### src/rtl/lc3_reg_tracer.sv
// lc3_reg_tracer: LC-3 register-file write tracer with timestamped show-ahead FIFO; LC3_TRACE_PC_EN adds PC capture
module lc3_reg_tracer #(
  parameter int DATA_W     = 16,
  parameter int NREGS      = 8,
  parameter int ADDR_W     = 3,
  parameter int DEPTH      = 16,
  parameter int TS_W       = 16,
  parameter int MAX_CYCLES = 100
) (
  input  logic              clk,
  input  logic              rst,
`ifdef LC3_TRACE_PC_EN
  input  logic [DATA_W-1:0] pc,
  output logic [DATA_W-1:0] out_pc,
`endif
  input  logic              en,
  input  logic              wr_en,
  input  logic [ADDR_W-1:0] wr_addr,
  input  logic [DATA_W-1:0] wr_data,
  output logic              out_valid,
  input  logic              out_ready,
  output logic [TS_W-1:0]   out_ts,
  output logic [ADDR_W-1:0] out_reg,
  output logic [DATA_W-1:0] out_data,
  output logic              overflow,
  output logic [7:0]        drop_cnt,
  output logic [TS_W-1:0]   cycle_cnt,
  output logic              done
);
  localparam int PW = $clog2(DEPTH);
`ifdef LC3_TRACE_PC_EN
  localparam int EW = 2*DATA_W + TS_W + ADDR_W;
`else
  localparam int EW = DATA_W + TS_W + ADDR_W;
`endif
  typedef enum logic [1:0] {IDLE, RUN, DONE} state_t;
  state_t state_q, state_d;
  logic [TS_W-1:0] cnt_q, cnt_d;
  logic [DATA_W-1:0] shadow_q [NREGS];
  logic [EW-1:0] mem_q [DEPTH];
  logic [EW-1:0] head_q, head_d, entry;
  logic [PW:0] wptr_q, rptr_q, rptr_d, count_d;
  logic [7:0] drop_q;
  logic ovf_q, in_range, capture, full, pop, push, drop;
  if (NREGS >= (1 << ADDR_W)) begin : g_all
    assign in_range = 1'b1;
  end else begin : g_part
    assign in_range = 32'(wr_addr) < NREGS;
  end
`ifdef LC3_TRACE_PC_EN
  assign entry  = {pc, cnt_q, wr_addr, wr_data};
  assign out_pc = head_q[EW-1 -: DATA_W];
`else
  assign entry = {cnt_q, wr_addr, wr_data};
`endif
  assign capture   = state_q == RUN && wr_en && in_range && wr_data != shadow_q[wr_addr];
  assign out_valid = wptr_q != rptr_q;
  assign full      = (wptr_q - rptr_q) == (PW+1)'(DEPTH);
  assign pop       = out_valid && out_ready;
  assign push      = capture && (!full || pop);
  assign drop      = capture && full && !pop;
  assign rptr_d    = rptr_q + (PW+1)'(pop);
  assign count_d   = wptr_q + (PW+1)'(push) - rptr_d;
  assign head_d    = count_d == '0 ? head_q :
                     (push && count_d == (PW+1)'(1)) ? entry : mem_q[rptr_d[PW-1:0]];
  assign out_ts    = head_q[DATA_W+ADDR_W +: TS_W];
  assign out_reg   = head_q[DATA_W +: ADDR_W];
  assign out_data  = head_q[DATA_W-1:0];
  assign overflow  = ovf_q;
  assign drop_cnt  = drop_q;
  assign cycle_cnt = cnt_q;
  assign done      = state_q == DONE;
  // Run control: rearm on en low, count cycles in RUN, stop at the budget
  always_comb begin
    state_d = state_q;
    cnt_d   = cnt_q;
    if (state_q != IDLE && !en) begin
      state_d = IDLE;
      cnt_d   = '0;
    end else if (state_q == IDLE && en) begin
      state_d = RUN;
    end else if (state_q == RUN) begin
      cnt_d = cnt_q + TS_W'(1);
      if (MAX_CYCLES != 0 && cnt_q == TS_W'(MAX_CYCLES - 1)) state_d = DONE;
    end
  end
  // State, shadow copy, FIFO pointers, registered head and drop accounting
  always_ff @(posedge clk or negedge rst) begin
    if (!rst) begin
      state_q <= IDLE;
      cnt_q   <= '0;
      for (int i = 0; i < NREGS; i++) shadow_q[i] <= '0;
      wptr_q  <= '0;
      rptr_q  <= '0;
      head_q  <= '0;
      ovf_q   <= 1'b0;
      drop_q  <= '0;
    end else begin
      state_q <= state_d;
      cnt_q   <= cnt_d;
      if (wr_en && in_range) shadow_q[wr_addr] <= wr_data;
      wptr_q  <= wptr_q + (PW+1)'(push);
      rptr_q  <= rptr_d;
      head_q  <= head_d;
      ovf_q   <= ovf_q || drop;
      drop_q  <= (drop && drop_q != 8'hFF) ? drop_q + 8'd1 : drop_q;
    end
  end
  // Entry storage needs no reset; occupancy lives in the pointers
  always_ff @(posedge clk) begin
    if (push) mem_q[wptr_q[PW-1:0]] <= entry;
  end
endmodule

### config.mk
export PLATFORM = sky130hd
export DESIGN_NAME = lc3_reg_tracer
export DESIGN_NICKNAME = d
export VERILOG_FILES = /design/src/rtl/lc3_reg_tracer.sv
export SDC_FILE = /design/constraint.sdc
export NUM_CORES = 1
export LEC_CHECK = 0
export ABC_AREA = 0
export ABC_CLOCK_PERIOD_IN_PS = 7410
export CAP_MARGIN = 25
export CELL_PAD_IN_SITES_DETAIL_PLACEMENT = 1
export CELL_PAD_IN_SITES_GLOBAL_PLACEMENT = 1
export CORE_MARGIN = 2
export CORE_UTILIZATION = 50
export CTS_CLUSTER_DIAMETER = 50
export DETAILED_ROUTE_END_ITERATION = 8
export GPL_TIMING_DRIVEN = 0
export PLACE_DENSITY = 0.82
export REMOVE_ABC_BUFFERS = 1
export SYNTH_ARGS = -nofsm -noshare
export SYNTH_HDL_FRONTEND = slang
export SYNTH_SLANG_ARGS = --single-unit
### constraint.sdc
create_clock -name clk -period 7.41 [get_ports clk]
set_clock_uncertainty 0.2 [all_clocks]
set_input_delay 1.8525 -clock clk [delete_from_list [all_inputs] [get_ports clk]]
set_output_delay 1.8525 -clock clk [all_outputs]
set_load 0.01 [all_outputs]
==> impl_metrics.toml, run 1 <==
[outcome]
status = "finished clean"

[clocking]
hold_buffers = 0
insertion_delay_ns = 0.63
cts_tree = "done"
clockBufferDepth = 3
cts_buffers = 80
cts_root_buf = "clkbuf_16"
htreeDepth = 3
cts.sinks = 760
clk_pin_slew_worst_paths_ns = 0.07

[timing]
slew_violations = 0
holdWs_ns = 0.283
finalWorstSetupSlack_ns = 0.166
setup_viol = 0
tightest_slew_ns = 1.09
relSlewSlack_pct = 26.8
fin_crit_sh_pct = 97.8
fmax_ghz = 0.138
finalHoldViolCount = 0
min_period_ns = 7.24

[global_route]
grt_max_degree = 131
overflow = 0
grt_pass1_wl_um = 118000
grt_usage_pct = 25.6
antenna_found_initial = 0
grt_pass1_vias = 17804

[setup_path]
timing.rr.start = "wptr_q[3]"
worst_r2r_path_depth = 20
critPathLaunch = "wr_addr[0]"
reg2reg_slack_ns = 1.16
critical_path_cell_count = 24
endpoint_kind = "register"
startpoint_type = "input pin"
slowest_stage = "or4_4"
cp_max_fo = 17
crit_buf_inv = 6
crit_arrival_ns = 7.57
critPathMaxStageDelay_ns = 0.63
crit_chain = "buf_12, buf_16, buf_4, mux2_2, o22ai_1, or3_1, nand4_1, or4_4, nor2_4, nor3_4, ha_1, inv_1, ha_1, inv_1, fa_1, a21o_1, a21oi_1, xor3_1, or4_4, nor4_4, o21ai_4, buf_12, mux2i_4, a21oi_2"
worstSetupPathType = "in2reg"
cpLargestDelayFamily = "simple AND/OR/NAND/NOR gates"
cp.required_ns = 7.74

[layout]
most-common-layout-cells = "edfxtp_1 (560), dfrtp_1 (200), mux4_2 (191)"
drive_gt1_share_pct = 32.9
final_common_cell = "edfxtp_1"
post-route-util_pct = 59.6
nFillCells = 5078
area_growth_pct = 17.3
fin_nets = 1753

[route]
drc = 0
drt-total-wl_um = 78700
drt_iter0_markers = 1338
wl_per_cell_um = 30.8
dr.pass1.iters = 8
ant_nets = 0
dr_total_vias = 16025
via_per_inst = 6.26

[placement]
place_hpwl_um = 44800
portBuffers = 85
pre_cts_slack_ns = -2.29
place.gp.congestion = 0.708

[power_and_ir_drop]
ir_worst_vdd_mv = 0.249
p_per_area_nw_per_um2 = 393
p_total_w = 0.0142
leakage_nw = 13.0

[die]
rows = 90
fp.dieH_um = 252
die-area_um2 = 63500
fp.dieW_um = 252
core_um2 = 60600
start_util_pct = 50.8
io_pins = 86

[synth]
muxShareOfSynthArea_pct = 21.0
ys_ff_latch = 760
synth_fa_ha_area_share_pct = 0.797
synthFlopType = "edfxtp_1"
yosysSeqAreaShare_pct = 70.9
synthArstFlopShare_pct = 26.3
syn_inst = 1576
synth_compound_area_share_pct = 1.53
synth_enable_flop_cells = 560
synth-xor-area-share_pct = 1.13
yosys.area_share.simple_pct = 3.05
synth.distinct_cells = 47
synthesis.area_um2 = 30800
yosys_warnings = 0
synth_top_family_by_area = "multiplexers"
syn_avg_cell_area_um2 = 19.5

[hold_path]
hold_class = "reg2reg"
min_from = "overflow"
worst_hold_path.num_cells = 1

[job]
cap_violations = 0
routing by layer:
layer	vias to the layer above	global-route usage [%]	routed length, um	share of wire (%)
li1	6592	-	-	-
met3	175	4.23	4190	5.3
met4	0	10.2	2850	3.6
met1	8642	32.3	30100	38
met5	-	0	0	0
met2	616	44.4	41600	53
area by class of cell:
type	instances	area (um^2)	share of cell area, %
repair buffers	142	1860	5.17
well taps	782	978	2.71
clock buffers	108	2290	6.35
diodes	1	2.50	0.00693
inverters	16	60.1	0.166
flip-flops and latches	760	21800	60.5
multi-input cells	710	8740	24.2
clock inverters	40	337	0.933
final timing paths:
| check | end |
|---|---|
| worst max-delay path | head_q[28] |
| max in group asynchronous | shadow_q[47] |
| worst min-delay path | overflow |
| worst max register to register | head_q[28] |
| min in group asynchronous | head_q[20] |
| worst min register to register | overflow |
cell families (layout without fill, tap and decap cells):
family / after synthesis / after routing
buffers and inverters: 106 / 306
AOI/OAI and AO/OA: 85 / 85
xor gates and xnor gates: 38 / 38
and+or+nand+nor: 179 / 179
muxes: 389 / 389
adders and majority gates: 19 / 19
other: 0 / 1
DFF: 760 / 760
stage by stage:
| step | setup TNS [ns] | area (um^2) | instances |
|---|---|---|---|
| floorplan | -138.02 | 30300 | 1486 |
| global placement | -2889.65 | 32200 | 2353 |
| detailed placement | -73.95 | 33100 | 2397 |
| CTS | 0 | 36000 | 2555 |
| global route | -0.00484 | 36100 | 2558 |
| finish | 0 | 36100 | 2559 |
Yosys cell counts, types with 4 or more instances:
master	instances	area [um^2]
a21oi_1	39	195
and3_1	14	87.6
and4_1	5	43.8
and4b_1	4	40.0
buf_1	9	33.8
buf_2	11	55.1
clkbuf_1	62	233
dfrtp_1	200	5000
edfxtp_1	560	16800
ha_1	18	225
inv_1	16	60.1
mux2_2	146	1640
mux2i_1	52	521
mux4_2	191	4300
nand2_1	27	101
nand3_1	12	60.1
nand4_1	8	50.1
nor2_1	57	214
nor2b_1	7	43.8
nor3_1	11	55.1
o21ai_0	20	100
o22ai_1	16	100
or2_2	4	25.0
or3_1	10	62.6
xnor2_1	12	105
xor2_1	25	219
sequential cells by signal (all words and copies together), names as in the netlist:
name and count:
mem_q 560, shadow_q 128, head_q 35, cycle_cnt 16, drop_cnt 8, rptr_q 5, wptr_q 5, state_q 2
overflow 1
timing repair:
| action | in CTS | in global routing |
|---|---|---|
| pin swaps | 4 | 7 |
| endpoints found under the setup margin | 35 | 35 |
| buffers inserted | 8 | 2 |
| gates cloned | 2 | 0 |
| gates resized for setup | 41 | 15 |
report_power, final:
part,internal [W],switching [W],leakage (nW)
Clock,0.00229,0.00168,1.30
Combinational,0.00247,0.00234,4.03
Sequential,0.00506,0.000317,7.68
Total,0.00982,0.00434,13.0
Note: power is estimated with default switching activity, not from simulation.
==> inputs of run 2 (changes only) <==
--- a/config.mk
+++ b/config.mk
@@ -11,11 +11,11 @@
 export CELL_PAD_IN_SITES_DETAIL_PLACEMENT = 1
 export CELL_PAD_IN_SITES_GLOBAL_PLACEMENT = 1
 export CORE_MARGIN = 2
-export CORE_UTILIZATION = 50
+export CORE_UTILIZATION = 35
 export CTS_CLUSTER_DIAMETER = 50
 export DETAILED_ROUTE_END_ITERATION = 8
 export GPL_TIMING_DRIVEN = 0
-export PLACE_DENSITY = 0.82
+export PLACE_DENSITY = 0.63
 export REMOVE_ABC_BUFFERS = 1
 export SYNTH_ARGS = -nofsm -noshare
 export SYNTH_HDL_FRONTEND = slang
==> constraint.sdc (replaced) <==
create_clock -name clk -period 7.41 [get_ports clk]
set_clock_uncertainty 0.2 [all_clocks]
set_input_delay 1.8525 -clock clk [delete_from_list [all_inputs] [get_ports clk]]
set_output_delay 1.8525 -clock clk [all_outputs]
set_load 0.05 [all_outputs]
==> run 2 against run 1 <==
Net effect:
- routed wire length is 5.1% lower
- global-route usage decreased by 8.7 points
- via count fell by 3.2%
- worst hold slack improved by 0.0030 ns
==> impl_metrics.toml, run 2 (same netlist as run 1, synthesis figures left out) <==
[outcome]
status = "finished clean"

[hold_path]
hold_class = "reg2reg"
worst_hold_path.num_cells = 2

[timing]
min_period_ns = 7.20
rsz0062_at_grt = "false"
relSlewSlack_pct = 29.4
setup_viol = 0
finalHoldViolCount = 0
slew_violations = 0
tightest_slew_ns = 1.06
holdWs_ns = 0.286
fmax_ghz = 0.139
fin_crit_sh_pct = 97.1

[layout]
fin_nets = 1765
nFillCells = 8208
most-common-layout-cells = "edfxtp_1 (560), dfrtp_1 (200), mux4_2 (191)"
largest_reg_flops = 560
fin_area_um2 = 37000
drive_gt1_share_pct = 32.8
finalNonFillerCells = 2950
area_growth_pct = 20.4
final_common_cell = "edfxtp_1"

[setup_path]
cp_max_fo = 17
endpoint_kind = "register"
critPathMaxStageDelay_ns = 0.59
crit_chain = "buf_6, buf_16, mux4_2, mux2i_1, xor2_1, o2111ai_2, or4_4, nor2_4, nor3_1, ha_1, inv_1, ha_1, inv_1, fa_1, a21o_1, a21oi_1, xor3_1, or4_1, nor4_4, o21ai_4, buf_16, mux2i_2, a21oi_1"
reg2reg_slack_ns = 1.43
slowest_stage = "or4_1"
worstSetupPathType = "in2reg"
cp.required_ns = 7.71
startpoint_type = "input pin"
crit_arrival_ns = 7.50
worst_r2r_path_depth = 21

[placement]
placed_cells = 2775
place.gp.congestion = 0.723
place_hpwl_um = 44000
portBuffers = 85
dpl_cell_area_um2 = 33700

[clocking]
cts.sinks = 760
cts_root_buf = "clkbuf_16"
cts_buffers = 93
clockBufferDepth = 3
insertion_delay_ns = 0.64
htreeDepth = 3
cts_tree = "done"
clk_pin_slew_worst_paths_ns = 0.06
hold_buffers = 0

[job]
cap_violations = 0

[route]
drt-total-wl_um = 74700
dr_total_vias = 15520
wl_per_cell_um = 25.3
drt_iter0_markers = 1025
via_per_inst = 5.26
drc = 0
ant_nets = 0
dr.pass1.iters = 5

[die]
rows = 108
fp.dieH_um = 300
io_pins = 86
die-area_um2 = 90300
core_um2 = 86900
fp.dieW_um = 300
start_util_pct = 35.4

[power_and_ir_drop]
p_total_w = 0.0148
ir_worst_vdd_mv = 0.229
p_per_area_nw_per_um2 = 400
leakage_nw = 13.3

[global_route]
grt_pass1_wl_um = 113000
overflow = 0
grt_max_degree = 117
antenna_found_initial = 1
grt_usage_pct = 16.9
grt_pass1_vias = 17348
==> run 2: worst max-delay path: cells and delay by family <==
kind	cells	cell delay, ns
multiplexers	3	1.00
AO/OA/AOI/OAI	5	0.91
adder cells (fa/ha/maj)	3	0.93
AND/OR/NAND/NOR	5	1.58
XOR/XNOR	2	0.47
buffers and inverters	5	0.73
==> run 2: power by group <==
group / switching (W) / internal, W
Combinational: 0.00254 / 0.00245
Clock: 0.00177 / 0.00270
Sequential: 0.000283 / 0.00506
==> run 2: routing by layer <==
layer / wire length [um] / global-route usage, % / vias to the layer above
li1: - / - / 6637
met1: 32100 / 22.4 / 8446
met2: 38100 / 29.0 / 315
met3: 2580 / 2.40 / 122
met4: 1820 / 4.86 / 0
met5: 0 / 0 / -
==> run 2: final timing paths <==
path | start | end
worst max-delay path | wr_addr[0] | head_q[0]
worst min-delay path | shadow_q[43] | shadow_q[43]
worst max register to register | rptr_q[1] | head_q[0]
worst min register to register | shadow_q[43] | shadow_q[43]
max in group asynchronous | rst | shadow_q[76]
min in group asynchronous | rst | head_q[29]
==> run 2: repair_timing <==
action,4_1_cts,5_1_grt
gates cloned,2,0
buffers inserted,3,0
hold endpoints to repair,0,0
gates resized for setup,9,24
pin swaps,1,0
endpoints found under the setup margin,35,34
==> run 2: area by class of cell <==
type	count	area [um^2]	area share, %
diodes	1	2.50	0.00676
clock buffers	115	2520	6.81
clock inverters	52	538	1.45
inverters	16	60.1	0.162
multi-input cells	710	8660	23.4
flip-flops and latches	760	21800	58.9
well taps	1155	1450	3.90
repair buffers	141	1980	5.34
==> run 2: stage by stage <==
step / setup slack (ns) / TNS [ns] / utilization (%)
after global routing: 0.00154 / 0 / 42.6
after detailed placement: -1.76 / -52.77 / 38.8
final: 0.214 / 0 / 42.6
after CTS: 0.0199 / 0 / 42.5
after global placement: -9.81 / -3167.39 / 37.6
after floorplan: -3.93 / -138.03 / -
